[src/rtl/ir_pkg.sv]
// Package for the instruction-register queue.
// Holds the default instruction/opcode widths, the bit positions of every
// decoded field, and the decoded-field struct shared by ir_field_decode and
// ir_queue.
// The field struct is sized from IR_IW/IR_OPW. If ir_queue is instantiated
// with a different IW/OPW, these two localparams must be changed to match.
package ir_pkg;

  localparam int IR_IW  = 16;
  localparam int IR_OPW = 6;

  // Position helpers. Fields are laid out from the MSB down.
  function automatic int op_msb(input int iw);
    return iw - 1;
  endfunction

  function automatic int ra_bit(input int iw, input int opw);
    return iw - opw - 1;
  endfunction

  function automatic int imm_msb(input int iw, input int opw);
    return iw - opw - 2;
  endfunction

  localparam int OP_MSB    = op_msb(IR_IW);
  localparam int RA_BIT    = ra_bit(IR_IW, IR_OPW);
  localparam int RASTK_MSB = ra_bit(IR_IW, IR_OPW);
  localparam int BA_MSB    = ra_bit(IR_IW, IR_OPW);
  localparam int IMM_MSB   = imm_msb(IR_IW, IR_OPW);

  typedef struct packed {
    logic [IR_OPW-1:0] opcode;
    logic              ra;
    logic [1:0]        ra_stack;
    logic [BA_MSB:0]   ba;
    logic [IMM_MSB:0]  imm;
  } ir_fields_t;

endpackage

[src/rtl/ir_field_decode.sv]
// Combinational split of an instruction word into its decoded fields.
// All fields are forced to zero when the word is not valid, so that the
// consumer never sees stale data.
// Ports:
//   word_i   instruction word
//   valid_i  word is valid
//   fields_o decoded fields (opcode, RA, RA_stack, BA, IMM)
module ir_field_decode
  import ir_pkg::*;
(
  input  logic [IR_IW-1:0] word_i,
  input  logic             valid_i,
  output ir_fields_t       fields_o
);

  always_comb begin
    fields_o = '0;
    if (valid_i) begin
      fields_o.opcode   = word_i[OP_MSB -: IR_OPW];
      fields_o.ra       = word_i[RA_BIT];
      fields_o.ra_stack = word_i[RASTK_MSB -: 2];
      fields_o.ba       = word_i[BA_MSB:0];
      fields_o.imm      = word_i[IMM_MSB:0];
    end
  end

endmodule

[src/rtl/ir_queue.sv]
// Instruction prefetch queue with head-field decode.
// DEPTH-entry FIFO between instruction fetch and the control unit, with
// valid/ready handshakes on both sides. The head entry is decoded
// combinationally into opcode/RA/RA_stack/BA/IMM.
// Optional feature macro: IR_QUEUE_BYPASS_EN - when the queue is empty, an
// offered word is presented on the outputs in the same cycle and, if
// consumed, is never written into storage.
// Ports:
//   clk, rst            clock; asynchronous active-low reset
//   flush               discard all queued entries
//   in_valid/in/in_ready  fetch side handshake and word
//   out_valid/out_ready/out  control-unit side handshake and head word
//   opcode, RA, RA_stack, BA, IMM  decoded fields of the head word
//   count               current occupancy
module ir_queue
  import ir_pkg::*;
#(
  parameter int IW    = IR_IW,
  parameter int OPW   = IR_OPW,
  parameter int DEPTH = 4,
  parameter int CW    = $clog2(DEPTH + 1)
) (
  input  logic              clk,
  input  logic              rst,
  input  logic              flush,
  input  logic              in_valid,
  input  logic [IW-1:0]     in,
  output logic              in_ready,
  output logic              out_valid,
  input  logic              out_ready,
  output logic [IW-1:0]     out,
  output logic [OPW-1:0]    opcode,
  output logic              RA,
  output logic [1:0]        RA_stack,
  output logic [IW-OPW-1:0] BA,
  output logic [IW-OPW-2:0] IMM,
  output logic [CW-1:0]     count
);

  localparam int PW = $clog2(DEPTH);

  logic [IW-1:0] mem_q [DEPTH];
  logic [PW-1:0] wr_ptr_q, wr_ptr_d;
  logic [PW-1:0] rd_ptr_q, rd_ptr_d;
  logic [CW-1:0] count_q, count_d;

  logic          head_valid;
  logic          sel_valid;
  logic [IW-1:0] sel_word;
  logic          push, pop;
  logic          wr_en, rd_en;
  ir_fields_t    fields;

  assign head_valid = (count_q != '0);
  assign in_ready   = (count_q != CW'(DEPTH));
  assign push       = in_valid & in_ready;

`ifdef IR_QUEUE_BYPASS_EN
  logic bypass;
  // Empty queue: the offered word is the head this cycle. A word consumed
  // here never touches storage.
  assign bypass    = ~head_valid & in_valid & ~flush;
  assign sel_valid = head_valid | bypass;
  assign sel_word  = bypass ? in : mem_q[rd_ptr_q];
  assign pop       = sel_valid & out_ready;
  assign wr_en     = push & ~flush & ~(bypass & out_ready);
  assign rd_en     = pop & ~flush & ~bypass;
`else
  assign sel_valid = head_valid;
  assign sel_word  = mem_q[rd_ptr_q];
  assign pop       = sel_valid & out_ready;
  assign wr_en     = push & ~flush;
  assign rd_en     = pop & ~flush;
`endif

  assign out_valid = sel_valid;
  assign out       = sel_valid ? sel_word : '0;
  assign count     = count_q;

  ir_field_decode u_decode (
    .word_i   (sel_word),
    .valid_i  (sel_valid),
    .fields_o (fields)
  );

  assign opcode   = fields.opcode;
  assign RA       = fields.ra;
  assign RA_stack = fields.ra_stack;
  assign BA       = fields.ba;
  assign IMM      = fields.imm;

  always_comb begin
    wr_ptr_d = wr_ptr_q;
    rd_ptr_d = rd_ptr_q;
    count_d  = count_q;
    if (flush) begin
      wr_ptr_d = '0;
      rd_ptr_d = '0;
      count_d  = '0;
    end else begin
      // Pointers wrap naturally since DEPTH is a power of two.
      if (wr_en) wr_ptr_d = wr_ptr_q + PW'(1);
      if (rd_en) rd_ptr_d = rd_ptr_q + PW'(1);
      case ({wr_en, rd_en})
        2'b10:   count_d = count_q + CW'(1);
        2'b01:   count_d = count_q - CW'(1);
        default: count_d = count_q;
      endcase
    end
  end

  always_ff @(posedge clk or negedge rst) begin
    if (!rst) begin
      wr_ptr_q <= '0;
      rd_ptr_q <= '0;
      count_q  <= '0;
      for (int i = 0; i < DEPTH; i++) mem_q[i] <= '0;
    end else begin
      wr_ptr_q <= wr_ptr_d;
      rd_ptr_q <= rd_ptr_d;
      count_q  <= count_d;
      if (wr_en) mem_q[wr_ptr_q] <= in;
    end
  end

endmodule

[config.mk]
export PLATFORM = sky130hd
export DESIGN_NAME = ir_queue
export DESIGN_NICKNAME = d
export VERILOG_FILES = /design/src/rtl/ir_pkg.sv /design/src/rtl/ir_field_decode.sv /design/src/rtl/ir_queue.sv
export SDC_FILE = /design/constraint.sdc
export NUM_CORES = 1
export LEC_CHECK = 0
export CORE_MARGIN = 4
export CORE_UTILIZATION = 53
export DETAILED_ROUTE_END_ITERATION = 12
export PLACE_DENSITY = 0.8
export SLEW_MARGIN = 10
export SYNTH_ARGS = -nofsm -noshare
export SYNTH_HDL_FRONTEND = slang
export SYNTH_SLANG_ARGS = --single-unit
export TNS_END_PERCENT = 10
[constraint.sdc]
create_clock -name clk -period 2.8 [get_ports clk]
set_clock_uncertainty 0.1 [all_clocks]
set_input_delay 0.28 -clock clk [delete_from_list [all_inputs] [get_ports clk]]
set_output_delay 0.28 -clock clk [all_outputs]
set_load 0.02 [all_outputs]
==> metrics.md <==
| Metric | Value |
|---|---|
| Setup violators final | 0 |
| FMAX | 376.5 MHz |
| CP Data Required Time | 2.42 ns |
| Highest metal used | met4 |
| Post-synthesis cell area | 3954 um2 |
| Clk slew on worst S/H paths | 0.08 ns |
| Yosys Warn Count | 0 |
| GRT overflow | 0 |
| Mux share of post-synthesis cell area | 0.3168 |
| Critical-path top delay cell | clkdlybuf4s50_1 |
| Asr flop ratio synth | 1.000 |
| Routability cong. | between 0.7 and 0.8 |
| CTS H-Tree Depth | 3 |
| DR iter-0 viols | 73 |
| Layout cell share with drive strength beyond 1 | 0.3668 |
| Worst Path Max Fanout | 13 |
| Rel. slew slack | 0.5663 |
| DP Area | 4466 um2 |
| Startpoint types | flip-flop |
| Fill cells | 535 |
| GR Util All Layers | 0.1843 |
| Final Cell Area | 4747 um2 |
| CP peak stage delay | 0.68 ns |
| Main combinational cell family by area after synthesis | multiplexers |
| Pre-antenna DRT Iters | 4 |
| Vias in the first global route | 2363 |
| Synth Area in Simple Gates | 0.07753 |
| Placeable Area | 7253 um2 |
| Final-report hold violation count | 0 |
| CTS tree | done |
| WP buf/inv | 2 |
| Antenna Nets Post-Route | 0 |
| Syn_nets | between 200 and 300 |
| Die X | ~94 um |
| DR WL/cell | 18.00 um |
| I/O pin cnt | 70 |
| Net Switching | 1092 uW |
| Sequential share of power | 0.379 |
| Initial Utilization | 0.5451 |
| Power per cell area | 821.6 nW/um2 |
| Total Wirelength | 7.522 mm |
| Synth Area per Inst | 14.81 um2 |
| Critical path class | flip-flop to output pin |
| Clock network fraction of total power | 0.281 |
| Yosys reg bits | 71 |
| Site Rows | 31 |
| Total power | around 3900 uW |
| Post-synth EDFFs | 0 |
| Worst path cell trace | buf_4, mux4_2, nor2b_1, clkdlybuf4s50_1 |
| Die Y | 94.37 um |
| Comb pwr share | 0.340 |
| Leak Pwr | 0.002110 uW |
| Max clock buf depth | 2 |
| Met2 wire len | 3.842 mm |
| Netlist cell types | 38 |
| DIE AREA | a little under 9000 um2 |
| RSZ-0062 raised after global routing | no |
| Run status | complete, no violations |
| Nets | 340 |
| Drc violations | 0 |
| Period Utilization, post-route | 0.9486 |
| Gate Count Post-Synth | approximately 270 |
| Min Clock Period, post-route | 2.656 ns |
| Area delta synth->final | 20.06% |
| Reg2reg end | count[2] |
| Largest net degree at the start of global routing | 45 |
| Most used DFF post-synth | dfrtp_1 |
| Crit. Startpoint | rd_ptr_q[0] |
| Slew Viols, Final | 0 |
| Setup TNS | 0 ns |
| Complex-gate fraction of the synthesized area | 0.02722 |
| Worst Reg-to-Reg Cells | 6 |
| CP endpoint kind | output pin |
| Clk sinks | 71 |
| Crit path arrival time | 2.28 ns |
| Worst slew pin tran | around 0.65 ns |
| Maximum resistive drop on vdd | 0.3480 mV |
| DR WL met3 | 280 um |
| Adder-Cell Fraction of Synth Area | 0.01772 |
| WL met1 | around 3.3 mm |
| HP Class | primary input to asynchronous set/reset pin |
| Seq/Total Area, Yosys | 0.4494 |
| IO buf count | just under 70 |
| Reg-to-reg startpoint | count[1] |
| R2R Setup Slk | around 0.53 ns |
| Critical path's top delay family | buffers and inverters |
| DP Wirelength | 5.112 mm |
| Post-synthesis xor/xnor area fraction | 0.006646 |
| MaxCap Viol Count | 0 |
| Sw frac | 0.2801 |
| Antenna Cells | 0 |
| Root buf cell | clkbuf_8 |
| TritonCTS Buffers | 9 |
| Via Count | 2203 |
| Worst skew pair latency | 0.34 ns |
| Internal cell power | between 2000 and 3000 uW |
| Antenna violations before repair | 0 |
| First-pass GRT wire length | 12.55 mm |
| Via/cell ratio | 5.270 |
==> how the worst max path moves through the flow <==
stage,end,slack (ns),cells after the start
5_1_grt,RA_stack[0],0.01,4
2_1_floorplan,count[2],0.15,8
6_report,IMM[4],0.14,4
3_3_place_gp,BA[4],0.46,4
4_1_cts,IMM[4],0.04,4
3_5_place_dp,IMM[4],0.42,4
==> layout make-up <==
class | count | area [um2] | share of cell area
flip-flops and latches | 71 | 1778 | 0.3745
multi-input cells | 145 | 1763 | 0.3714
repair buffers | 80 | 783.3 | 0.1650
clock buffers | 11 | 141.4 | 0.02978
clock inverters | 5 | 128.9 | 0.02715
well taps | 99 | 123.9 | 0.02609
inverters | 7 | 28.78 | 0.006062
==> cell usage after synthesis, drive strengths merged, types with 2 or more instances <==
master   count  area (um2)
nor2         4       15.01
mux4        16       360.4
a21oi        4       20.02
o21ai        3       15.01
xor2         3       26.28
inv          7       28.78
a2111oi      2       17.52
buf         43       381.6
nor2b       16       100.1
a31oi        2       12.51
nand2        2       7.510
nand2b       2       12.51
ha           4       50.05
mux2        65       882.1
nand3        7       85.08
dfrtp       71        1777
==> routing by layer <==
layer,GRT usage,vias up
met2,0.3162,49
met1,0.2409,1121
met3,0.02948,8
met5,0,-
li1,-,1025
met4,0.05776,0
==> state kept, by name, summed over array words and instances (netlist names) <==
name	cells
wr_ptr_q	2
count	3
rd_ptr_q	2
mem_q	64
==> power by group through the flow <==
stage | clock (uW) | sequential (uW) | combinational [uW]
5_1_grt | 1170 | 1510 | 1410
6_report | 1100 | 1480 | 1330
2_1_floorplan | 0 | 1420 | 1040
3_3_place_gp | 0 | 1470 | 1300
3_5_place_dp | 0 | 1490 | 1340
4_1_cts | 1110 | 1480 | 1350
==> kinds of logic after synthesis <==
| logic type | count (synthesis) |
|---|---|
| simple gates | 39 |
| buf+inv | 51 |
| compound gates | 16 |
| flops | 71 |
| xor+xnor | 3 |
| mux | 82 |
| fa+ha+maj | 5 |
==> timing repair <==
item	4_1_cts	5_1_grt
endpoints found under the setup margin	0	4
hold endpoints to repair	27	0
hold buffers	1	0
resized for setup	0	1
buffers inserted	0	0
==> stage by stage <==
stage | std cells | setup slack, ns | hold WS (ns) | util
after floorplan | 267 | 0.1496 | -0.1156 | -
after global placement | 401 | 0.4590 | 0.2411 | 0.6157
after detailed placement | 401 | 0.4236 | 0.2435 | 0.6157
after CTS | 418 | 0.04410 | 0.4054 | 0.6543
after global routing | 418 | 0.01022 | 0.4116 | 0.6545
final | 418 | 0.1438 | 0.4023 | 0.6545
==> cell usage in the layout, fill, tap and decap left out, types with 4 or more instances in the layout <==
cell type / n
a21oi_1: 4
dfrtp_1: 70
nor2b_1: 16
clkbuf_8: 10
clkdlybuf4s50_1: 68
mux4_2: 16
nor2_1: 4
nand3_4: 4
mux2_4: 40
mux2_2: 25
bufinv_16: 4
ha_1: 4
inv_1: 6
buf_4: 9
Power figures use the tool's default switching activity.
